### src/rtl/rcv_bit_ctrl_if.sv
// Serial receive control bus: the raw line going in, plus the synchronized
// line, the shift/load strobes and the status flags coming back out.
interface rcv_bit_ctrl_if;
  logic serial_in;
  logic d_sync;
  logic shift_enable;
  logic load_buffer;
  logic framing_error;
  logic rx_busy;

  // Driver side: owns the serial line and observes the controller.
  modport master (
    output serial_in,
    input  d_sync,
    input  shift_enable,
    input  load_buffer,
    input  framing_error,
    input  rx_busy
  );

  // Controller side: consumes the serial line and produces the strobes/flags.
  modport slave (
    input  serial_in,
    output d_sync,
    output shift_enable,
    output load_buffer,
    output framing_error,
    output rx_busy
  );
endinterface

### src/rtl/rcv_bit_ctrl.sv
// UART receive bit controller: synchronizes the serial line, validates the
// start bit at its centre, strobes the downstream shift register at every
// data-bit centre and checks the stop bit before flagging the frame.
module rcv_bit_ctrl #(
  parameter int CLKS_PER_BIT = 10,
  parameter int DATA_BITS    = 8
) (
  input logic           clk,
  input logic           n_rst,
  rcv_bit_ctrl_if.slave bus
);

  localparam int HALF  = CLKS_PER_BIT / 2;
  localparam int CNT_W = $clog2(CLKS_PER_BIT);
  localparam int BIT_W = $clog2(DATA_BITS + 1);

  // The half-bit wait ends on HALF_LAST. The shift strobe is registered, so it
  // is launched one count early (SHIFT_AT) to land exactly on the bit centre.
  localparam logic [CNT_W-1:0] HALF_LAST = CNT_W'(HALF - 1);
  localparam logic [CNT_W-1:0] SHIFT_AT  = CNT_W'(CLKS_PER_BIT - 2);
  localparam logic [CNT_W-1:0] CNT_LAST  = CNT_W'(CLKS_PER_BIT - 1);
  localparam logic [BIT_W-1:0] BIT_LAST  = BIT_W'(DATA_BITS - 1);

  typedef enum logic [2:0] {
    IDLE,
    START_CHK,
    DATA,
    STOP,
    DONE
  } state_t;

  state_t           state;
  logic [CNT_W-1:0] cnt;
  logic [BIT_W-1:0] bit_cnt;
  logic             sync_meta;
  logic             sync_out;
  logic             prev_sync;
  logic             shift_enable;
  logic             load_buffer;
  logic             framing_error;
  logic             rx_busy;

  assign bus.d_sync        = sync_out;
  assign bus.shift_enable  = shift_enable;
  assign bus.load_buffer   = load_buffer;
  assign bus.framing_error = framing_error;
  assign bus.rx_busy       = rx_busy;

  // Two-flop synchronizer plus a delayed copy for falling-edge detection; all
  // preset to the idle-high line level so reset never fakes a start edge.
  always_ff @(posedge clk or posedge n_rst) begin
    if (n_rst) begin
      sync_meta <= 1'b1;
      sync_out  <= 1'b1;
      prev_sync <= 1'b1;
    end else begin
      sync_meta <= bus.serial_in;
      sync_out  <= sync_meta;
      prev_sync <= sync_out;
    end
  end

  // Frame state machine with registered strobes and status flags.
  always_ff @(posedge clk or posedge n_rst) begin
    if (n_rst) begin
      state         <= IDLE;
      cnt           <= '0;
      bit_cnt       <= '0;
      shift_enable  <= 1'b0;
      load_buffer   <= 1'b0;
      framing_error <= 1'b0;
      rx_busy       <= 1'b0;
    end else begin
      shift_enable <= 1'b0;
      load_buffer  <= 1'b0;
      case (state)
        IDLE: begin
          cnt <= '0;
          if (prev_sync && !sync_out) begin
            state   <= START_CHK;
            rx_busy <= 1'b1;
          end
        end
        START_CHK: begin
          if (cnt == HALF_LAST) begin
            cnt     <= '0;
            bit_cnt <= '0;
            if (sync_out) begin
              state   <= IDLE;
              rx_busy <= 1'b0;
            end else begin
              state         <= DATA;
              framing_error <= 1'b0;
            end
          end else begin
            cnt <= cnt + 1'b1;
          end
        end
        DATA: begin
          cnt <= (cnt == CNT_LAST) ? '0 : cnt + 1'b1;
          if (cnt == SHIFT_AT) begin
            shift_enable <= 1'b1;
            bit_cnt      <= bit_cnt + 1'b1;
            if (bit_cnt == BIT_LAST) begin
              state <= STOP;
              cnt   <= '0;
            end
          end
        end
        STOP: begin
          if (cnt == CNT_LAST) begin
            state <= DONE;
            cnt   <= '0;
            if (sync_out) begin
              load_buffer   <= 1'b1;
              framing_error <= 1'b0;
            end else begin
              framing_error <= 1'b1;
            end
          end else begin
            cnt <= cnt + 1'b1;
          end
        end
        DONE: begin
          state   <= IDLE;
          cnt     <= '0;
          rx_busy <= 1'b0;
        end
        default: begin
          state   <= IDLE;
          cnt     <= '0;
          rx_busy <= 1'b0;
        end
      endcase
    end
  end

endmodule

### src/flat_wrapper.sv
// flat-port wrapper written by rule: the top's interface ports become plain ports
module rcv_bit_ctrl_flat 
#(
  parameter int CLKS_PER_BIT = 10,
  parameter int DATA_BITS    = 8
)
  (clk, n_rst, bus_serial_in, bus_d_sync, bus_shift_enable, bus_load_buffer, bus_framing_error, bus_rx_busy);
  rcv_bit_ctrl_if bus_i ();
  input logic clk;
  input logic n_rst;
  input wire logic [$bits(bus_i.serial_in)-1:0] bus_serial_in;
  output wire logic [$bits(bus_i.d_sync)-1:0] bus_d_sync;
  output wire logic [$bits(bus_i.shift_enable)-1:0] bus_shift_enable;
  output wire logic [$bits(bus_i.load_buffer)-1:0] bus_load_buffer;
  output wire logic [$bits(bus_i.framing_error)-1:0] bus_framing_error;
  output wire logic [$bits(bus_i.rx_busy)-1:0] bus_rx_busy;
  assign bus_i.serial_in = bus_serial_in;
  assign bus_d_sync = bus_i.d_sync;
  assign bus_shift_enable = bus_i.shift_enable;
  assign bus_load_buffer = bus_i.load_buffer;
  assign bus_framing_error = bus_i.framing_error;
  assign bus_rx_busy = bus_i.rx_busy;
  rcv_bit_ctrl #(.CLKS_PER_BIT(CLKS_PER_BIT), .DATA_BITS(DATA_BITS)) u_core (.clk(clk), .n_rst(n_rst), .bus(bus_i));
endmodule
### config.mk
export PLATFORM = sky130hd
export DESIGN_NAME = rcv_bit_ctrl_flat
export DESIGN_NICKNAME = d
export VERILOG_FILES = /design/src/rtl/rcv_bit_ctrl_if.sv /design/src/rtl/rcv_bit_ctrl.sv /design/src/flat_wrapper.sv
export SDC_FILE = /design/constraint.sdc
export NUM_CORES = 1
export LEC_CHECK = 0
export ABC_AREA = 1
export BUFFER_PORTS_ARGS = -buffer_cell sky130_fd_sc_hd__buf_2
export CELL_PAD_IN_SITES_DETAIL_PLACEMENT = 1
export CELL_PAD_IN_SITES_GLOBAL_PLACEMENT = 1
export CORE_MARGIN = 2
export CORE_UTILIZATION = 45
export CTS_CLUSTER_DIAMETER = 50
export CTS_CLUSTER_SIZE = 16
export DETAILED_ROUTE_END_ITERATION = 10
export MAX_ROUTING_LAYER = met4
export PLACE_DENSITY_LB_ADDON = 0.1
export SYNTH_ARGS = -nofsm -noshare
export SYNTH_HDL_FRONTEND = slang
export SYNTH_SLANG_ARGS = --single-unit
### constraint.sdc
create_clock -name clk -period 2.44 [get_ports clk]
set_input_delay 0.244 -clock clk [delete_from_list [all_inputs] [get_ports clk]]
set_output_delay 0.244 -clock clk [all_outputs]
set_load 0.01 [all_outputs]
Yosys cells after proc, flatten, opt, wreduce, memory -nomap -nowiden

Cells that the tools add are included.

Bits of input ports: 3
Memories kept: 0
Logic and storage cells: 66
Bits in latches: 0
Flip-flop bits (word level): 18
Output and inout bits: 5
Memory bits (read-only): 0
Memory bits (writable): 0

Magnitude comparators: 0
Div/mod/pow operators: 0
Multiplexer cells: 29
Equality and inequality tests: 14
Shift-type cells: 0
Add/subtract/negate cells: 2
Reduce and logical (&&, ||, !) cells: 10
Multiply operators: 0
Bitwise gates (word level): 1

Operators by type and width:

| kind                                                                     | number |
|---|---|
| 4-bit 2-to-1 mux                                                         | 6 |
| 3-bit 2-to-1 mux                                                         | 5 |
| 1-bit 2-to-1 mux                                                         | 12 |
| 2-bit by 1-bit inequality test with 1-bit output (second input constant) | 6 |
| 3-bit case mux with 4 select lines                                       | 1 |
| 4-bit case mux with 3 select lines                                       | 1 |
| 4-bit by 1-bit adder with 4-bit output (second input constant)           | 2 |
| 4-bit by 3-bit == test with 1-bit output (second input constant)         | 2 |
| 4-bit == test (second input constant)                                    | 2 |
| 4-bit case mux with 2 select lines                                       | 1 |
| 4-bit AND reduction                                                      | 2 |
| 3-bit by 2-bit == test with 1-bit output (second input constant)         | 2 |
| 5-bit AND reduction                                                      | 1 |
| 2-bit nonzero test                                                       | 2 |
| 3-bit by 1-bit == test with 1-bit output (second input constant)         | 1 |
| 3-bit logical NOT                                                        | 1 |
| 1-bit case mux with 3 select lines                                       | 1 |
| 3-bit AND reduction                                                      | 1 |
| 2-bit 2-to-1 mux                                                         | 1 |
| 2-bit inequality test (second input constant)                            | 1 |
| 1-bit case mux with 2 select lines                                       | 1 |
| 2-bit OR reduction                                                       | 1 |
| 1-bit logical AND                                                        | 1 |
| 1-bit logical NOT                                                        | 1 |
| 1-bit NOT                                                                | 1 |

Longest topological paths before layout

Gate-level depths: netlist of run 1.

Depth after elaboration: 5
Mapped depth: 9
Mapped depth without buffers: 9

Worst setup path after synthesis of run 1

OpenSTA, ideal clock, no wires.

Path type: reg2reg
From: reg u_core.cnt[0]
To: reg u_core.rx_busy, in the netlist u_core.bus.rx_busy
Setup time: 0.117 ns
Arrival time: 1.153 ns
Buffers on the path: 0
Period minus slack after synthesis: 1.270 ns
Path slack: 1.170 ns
Required time: 2.323 ns
Cell stages (with the launch flop): 10
Path through: dfrtp_1 inv_1 ha_1 nand2_1 nor2_1 nor2_1 nor2_1 nand2_1 nand2_1 nand2_1

Cells in the longest elaborated chain, start to end: 3

Ends and longest elaborated chain:

| element                                                           | line                | RTL |
|---|---|---|
| start: declaration                                                | rcv_bit_ctrl.sv:33  | `logic [CNT_W-1:0] cnt;` |
| start signal: assignment                                          | rcv_bit_ctrl.sv:96  | `cnt <= cnt + 1'b1;` |
| start signal: assignment                                          | rcv_bit_ctrl.sv:100 | `cnt <= (cnt == CNT_LAST) ? '0 : cnt + 1'b1;` |
| start signal: assignment                                          | rcv_bit_ctrl.sv:121 | `cnt <= cnt + 1'b1;` |
| 4-bit by 3-bit == test with 1-bit output                          | rcv_bit_ctrl.sv:85  | `if (cnt == HALF_LAST) begin` |
| 2-bit by 1-bit inequality test with 1-bit output (no source line) | --                  |  |
| 4-bit AND reduction (no source line)                              | --                  |  |
| end signal: assignment                                            | rcv_bit_ctrl.sv:72  | `rx_busy <= 1'b0;` |
| end signal: assignment                                            | rcv_bit_ctrl.sv:81  | `rx_busy <= 1'b1;` |
| end signal: assignment                                            | rcv_bit_ctrl.sv:90  | `rx_busy <= 1'b0;` |
| end: declaration                                                  | rcv_bit_ctrl.sv:41  | `logic rx_busy;` |

No other way between the ends.
A chain may end at the register's enable or synchronous reset.

Worst setup path in the final report of run 1

Same ends and word-level chain as after synthesis.

==> results.sh, run 1 <==
export IMPL_status="finished clean"
export IMPL_critPathKind="reg -> reg"
export IMPL_post_route_period_util=0.604
export IMPL_cts_buffers_inserted=3
export IMPL_final_setup_worst_slack_ns=0.965
export IMPL_dp_hpwl_um=1350
export IMPL_path_cells="inv_1 > ha_1 > nand2_1 > nor2_1 > nor2_1 > nor2_1 > nand2_1 > nand2_1 > nand2_1"
export IMPL_first_pass_grt_wire_length_um=3130
export IMPL_cts_max_path_buffers=2
export IMPL_timing_max_cap_violations=0
export IMPL_n_antenna_cell=0
export IMPL_cp_required_ns=2.62
export IMPL_post_place_ws_ns=0.992
export IMPL_vdd_drop_max_mv=0.416
export IMPL_hold_class="in -> async"
export IMPL_synth_yosys_seq_area_share=0.503
export IMPL_fp_dieArea_um2=2380
export IMPL_synthCells=108
export IMPL_synth_fp_nets=115
export IMPL_die_width_um=48.8
export IMPL_syn_mean_instance_area_um2=8.36
export IMPL_syn_to_final_growth_pct=11.6
export IMPL_yosysUniqueCellTypes=19
export IMPL_final_period_minus_worst_setup_slack_ns=1.47
export IMPL_drt_total_wl_um=1640
export IMPL_tns_ns=0
export IMPL_critPathMostFrequentCell="nand2_1"
export IMPL_worstPathMaxFanout=5
export IMPL_cp_slowest_cell="dfrtp_1"
export IMPL_drt_drc_violations_left=0
export IMPL_end_kind="register"
export IMPL_cts_tree="done"
export IMPL_port_buffer_count=7
export IMPL_synth_ff_latch_count=18
export IMPL_vias=693
export IMPL_worst_ep_arrival_time_ns=1.66
export IMPL_fillers=259
export IMPL_die_h_um=48.8
export IMPL_critical_path_max_stage_delay_ns=0.44
export IMPL_initial_antenna_violation_count=0
export IMPL_clock_sinks=18
export IMPL_vias_per_cell=4.75
export IMPL_design_core_area_um2=1920
export IMPL_gp_congestion=0.810
export IMPL_pin_count=8
export IMPL_final_nets=127
export IMPL_global_route_usage_total=0.173
export IMPL_cts_clk_slew_worst_paths_ns=0.11
export IMPL_setup_worst_path_start_class="register"
export IMPL_hold_viol_final=0
export IMPL_wire_per_inst_um=11.2
export IMPL_clk_latency_ns=0.29
export IMPL_powerDensity_nw_per_um2=942
export IMPL_grt_max_degree=19
export IMPL_initial_core_util=0.470
export IMPL_final_layout_size_suffix_gt1_frac=0.151
export IMPL_core_rowCount=16
export IMPL_synth_warning_count=0
export IMPL_mappedNetlistArea_um2=903
export IMPL_setup_violations=0
export IMPL_cts_repair_resized=0
export IMPL_holdBufCountCts=0
export IMPL_critical_path_top_delay_family="simple AND/OR/NAND/NOR gates"
export IMPL_fmax_mhz=678
export IMPL_timing_slew_headroom=0.551
export IMPL_grt_overflow=0
export IMPL_cts_post_setup_buffers_inserted=0
export IMPL_htreeDepth=1
export IMPL_detailed_router_s_first_iteration_violation_count=5
export IMPL_finalClockSkew_ns=0.00846
export IMPL_rsz0062_at_grt="no"
export IMPL_drt_antenna_violating_nets=0
export IMPL_first_global_vias=761
export IMPL_cts_root_buf="clkbuf_4"
export IMPL_cp_num_buf_inv=1
export IMPL_power_static_leakage_nw=0.556
export IMPL_final_max_slew_violation_count=0
export IMPL_drtPass1Iterations=3
export IMPL_max_slew_worst_pin_slew_ns=0.673
-- worst paths after layout --
check / start / to / slack, ns / cells past startpoint
setup / recovery: u_core.cnt[0] / u_core.bus.rx_busy / 0.97 / 9
hold / removal: n_rst / u_core.cnt[0] / 0.04 / 2
setup reg to reg: u_core.cnt[0] / u_core.bus.rx_busy / 0.97 / 9
hold reg to reg: u_core.sync_meta / u_core.bus.d_sync / 0.36 / 0
max in group asynchronous: n_rst / u_core.state[1] / 1.97 / 2
min in group clk: bus_serial_in / u_core.sync_meta / 0.05 / 1
-- kinds of logic (layout without fill, tap and decap cells) --
family / Yosys count / count (layout) / synth area share
buffers and inverters: 19 / 30 / 0.0789
adders and majority gates: 4 / 4 / 0.0554
xor gates and xnor gates: 3 / 3 / 0.0291
and+or+nand+nor: 56 / 56 / 0.287
DFF: 18 / 18 / 0.503
AOI/OAI and AO/OA: 8 / 8 / 0.0471
-- through the flow --
stage          area, um^2   util  power [mW]  instances  hold slack (ns)
2_1_floorplan         903      -       0.695        108            0.180
3_3_place_gp          972  0.506       0.775        142            0.346
3_5_place_dp          972  0.506       0.789        142            0.351
4_1_cts              1010  0.525       0.971        146           0.0402
5_1_grt              1010  0.525        1.05        146           0.0210
6_report             1010  0.525       0.950        146           0.0357
-- power breakdown --
part | internal [mW] | switching, mW
logic | 0.129 | 0.241
clock network | 0.0907 | 0.0894
registers | 0.352 | 0.0469
total | 0.572 | 0.378
-- worst reg2reg max path, delay by kind of cell (launching register included) --
kind / cells / cell delay (ns)
adder cells (fa/ha/maj): 1 / 0.16
flip-flops: 1 / 0.44
buffers and inverters: 1 / 0.08
AND/OR/NAND/NOR: 7 / 0.70
-- sequential cells by signal, indices dropped and copies added (netlist names) --
register	flops
u_core.state	3
u_core.cnt	4
u_core.bus.d_sync	1
u_core.bus.load_buffer	1
u_core.prev_sync	1
u_core.bus.rx_busy	1
u_core.bus.framing_error	1
u_core.bus.shift_enable	1
u_core.bit_cnt	4
u_core.sync_meta	1
-- cell type report --
| type | instances | area [um^2] | share of cell area |
|---|---|---|---|
| Sequential cell | 18 | 454 | 0.450 |
| Multi-Input combinational cell | 71 | 378 | 0.375 |
| Inverter | 19 | 71.3 | 0.0707 |
| Clock buffer | 4 | 36.3 | 0.0360 |
| Timing Repair Buffer | 7 | 35.0 | 0.0347 |
| Tap cell | 27 | 33.8 | 0.0335 |
-- per-layer routing --
metal | vias to the layer above | global-route usage | share of wire
met5 | - | - | 0
met4 | 0 | 0.0571 | 0.013
met3 | 4 | 0.0276 | 0.023
met2 | 7 | 0.299 | 0.50
met1 | 326 | 0.207 | 0.46
li1 | 356 | - | -
-- cell usage after synthesis --
library cell	n	area [um^2]
a21boi_1	1	7.51
a21oi_1	4	20.0
dfrtp_1	15	375
dfstp_2	3	78.8
ha_1	4	50.1
inv_1	19	71.3
nand2_1	27	101
nand2_2	1	6.26
nand2_4	1	11.3
nand3_1	11	55.1
nand4_1	1	6.26
nor2_1	11	41.3
nor2_4	1	11.3
nor3_1	2	10.0
nor3_4	1	16.3
o21ai_0	2	10.0
o21ai_1	1	5.00
xnor2_1	1	8.76
xor2_1	2	17.5
-- placed cells by master, fill, tap and decap left out --
cell type / instances
xnor2_1: 1
ha_1: 4
clkbuf_4: 3
nand4_1: 1
dfrtp_1: 15
nand2_2: 1
nand2_4: 1
buf_2: 7
nor2_1: 11
o21ai_1: 1
nand2_1: 27
inv_1: 19
nand3_1: 11
o21ai_0: 2
nor3_4: 1
a21boi_1: 1
nor3_1: 2
xor2_1: 2
clkbuf_8: 1
nor2_4: 1
a21oi_1: 4
dfstp_2: 3
No activity file was read; power rests on OpenSTA's default activity.
==> run 2: changes to the inputs <==
- CORE_UTILIZATION: 45 -> 38
- clock period: 2.44 -> 1.3 ns (I/O delays scaled with it)
==> results.sh, run 2 (synthesis results as in run 1) <==
export IMPL_port_buffer_count=7
export IMPL_die_width_um=52.8
export IMPL_core_rowCount=17
export IMPL_seq_power_share=0.323
export IMPL_fp_dieArea_um2=2780
export IMPL_n_antenna_cell=0
export IMPL_finalClockSkew_ns=0.00343
export IMPL_hold_viol_final=0
export IMPL_initial_core_util=0.404
export IMPL_finalCoreUtilization=0.565
export IMPL_worst_ep_arrival_time_ns=1.55
export IMPL_final_period_minus_worst_setup_slack_ns=1.35
export IMPL_cp_num_buf_inv=2
export IMPL_critical_path_top_delay_family="simple AND/OR/NAND/NOR gates"
export IMPL_worst_hold_slack_ns=0.363
export IMPL_detailed_router_s_first_iteration_violation_count=6
export IMPL_fin_total_pwr_mw=2.35
export IMPL_placed_cell_area_um2=1030
export IMPL_cts_tree="done"
export IMPL_initial_antenna_violation_count=0
export IMPL_cp_required_ns=1.50
export IMPL_post_route_period_util=1.04
export IMPL_powerDensity_nw_per_um2=1860
export IMPL_comb_power_share=0.525
export IMPL_layout_common_cells="22 x nand2_1, 13 x inv_1, 13 x buf_4"
export IMPL_timing_max_cap_violations=0
export IMPL_first_global_vias=845
export IMPL_grt_overflow=0
export IMPL_largest_registers="u_core.bit_cnt (4), u_core.cnt (4), u_core.state (3)"
export IMPL_cts_root_buf="clkbuf_4"
export IMPL_violations="setup timing"
export IMPL_grt_max_degree=19
export IMPL_timing_slew_headroom=0.793
export IMPL_rsz0062_at_grt="yes"
export IMPL_tns_ns=-0.250
export IMPL_final_max_slew_violation_count=0
export IMPL_dp_hpwl_um=1430
export IMPL_status="finished, violations left"
export IMPL_vias_per_cell=4.71
export IMPL_hold_class="reg -> reg"
export IMPL_cp_slowest_cell="dfrtp_1"
export IMPL_drtPass1Iterations=3
export IMPL_final_design_area_no_fill_um2=1260
export IMPL_die_h_um=52.8
export IMPL_layout_cells_most_common="nand2_1"
export IMPL_worstPathMaxFanout=3
export IMPL_htreeDepth=1
export IMPL_critPathKind="reg -> reg"
export IMPL_path_cells="inv_2 > ha_4 > nand2_2 > nor2_4 > nand2_4 > buf_4 > nand3_1 > nand2_1"
export IMPL_max_slew_worst_pin_slew_ns=0.310
export IMPL_cellInternalPower_mw=1.38
export IMPL_setup_violations=9
export IMPL_final_nets=143
export IMPL_vias=768
export IMPL_design_core_area_um2=2230
export IMPL_power_switching_share=0.412
export IMPL_end_kind="register"
export IMPL_first_pass_grt_wire_length_um=3820
export IMPL_drt_drc_violations_left=0
export IMPL_global_route_usage_total=0.203
export IMPL_vdd_drop_max_mv=0.878
export IMPL_drt_total_wl_um=2270
export IMPL_fmax_mhz=739
export IMPL_cts_max_path_buffers=2
export IMPL_clk_latency_ns=0.30
export IMPL_pin_count=8
export IMPL_clock_sinks=18
export IMPL_wire_per_inst_um=14.0
export IMPL_cts_clk_slew_worst_paths_ns=0.11
export IMPL_drt_antenna_violating_nets=0
export IMPL_final_layout_size_suffix_gt1_frac=0.452
export IMPL_gp_congestion=0.765
export IMPL_syn_to_final_growth_pct=39.6
export IMPL_power_static_leakage_nw=0.646
export IMPL_cts_buffers_inserted=3
export IMPL_switchingPower_uw=969
export IMPL_final_setup_worst_slack_ns=-0.0536
export IMPL_critical_path_max_stage_delay_ns=0.43
export IMPL_pwr_share_clk=0.152
export IMPL_setup_worst_path_start_class="register"
==> run 2: cell count changes in the layout (fill, tap and decap cells not counted), sizes merged <==
| cell | previous run | this run |
|---|---|---|
| dlygate4sd3 | 0 | 2 |
| buf | 7 | 21 |
==> run 2: what timing repair did <==
item | 4_1_cts | 5_1_grt
setup buffers | 2 | 4
pin swaps | 8 | 5
hold endpoints to repair | 16 | 0
endpoints found under the setup margin | 12 | 12
hold buffers | 2 | 0
resized for setup | 23 | 17
==> run 2: layout make-up <==
type,instances,area [um^2]
Fill cell,258,972
Multi-Input combinational cell,71,497
Sequential cell,18,458
Timing Repair Buffer,23,164
Inverter,19,71.3
Clock buffer,4,36.3
Tap cell,28,35.0
==> run 2: stage by stage <==
step	std cells	worst slack [ns]
global route	163	-0.137
finish	163	-0.0536
CTS	159	-0.0224
global placement	151	-0.0607
detailed placement	151	-0.0937
floorplan	108	0.0300
==> run 2: layer usage <==
metal	global-route usage	up-vias	share of wire
met4	0.0897	0	0.020
met3	0.0343	5	0.021
met5	-	-	0
met2	0.338	10	0.53
li1	-	389	-
met1	0.241	364	0.43
==> run 2: power by group through the flow <==
stage	clock network, mW	registers [mW]	logic, mW
after floorplan	0	0.751	0.553
after global placement	0	0.744	0.838
after detailed placement	0	0.749	0.860
after CTS	0.369	0.753	1.08
after global routing	0.389	0.771	1.40
final	0.358	0.759	1.23
==> run 2: final timing paths <==
kind / from / end / slack, ns / depth (start not counted)
max: u_core.cnt[0] / u_core.bit_cnt[1] / -0.05 / 8
min: u_core.sync_meta / u_core.bus.d_sync / 0.36 / 0
max reg2reg: u_core.cnt[0] / u_core.bit_cnt[1] / -0.05 / 8
min reg2reg: u_core.sync_meta / u_core.bus.d_sync / 0.36 / 0
max in group asynchronous: n_rst / u_core.prev_sync / 0.68 / 4
min in group asynchronous: n_rst / u_core.cnt[0] / 0.37 / 4
==> run 2: worst register-to-register path, cell delays in order, from the launching register on <==
cell and delay [ns]:
dfrtp_1 0.43, inv_2 0.08, ha_4 0.13, nand2_2 0.07
nor2_4 0.16, nand2_4 0.09, buf_4 0.14, nand3_1 0.07
nand2_1 0.07
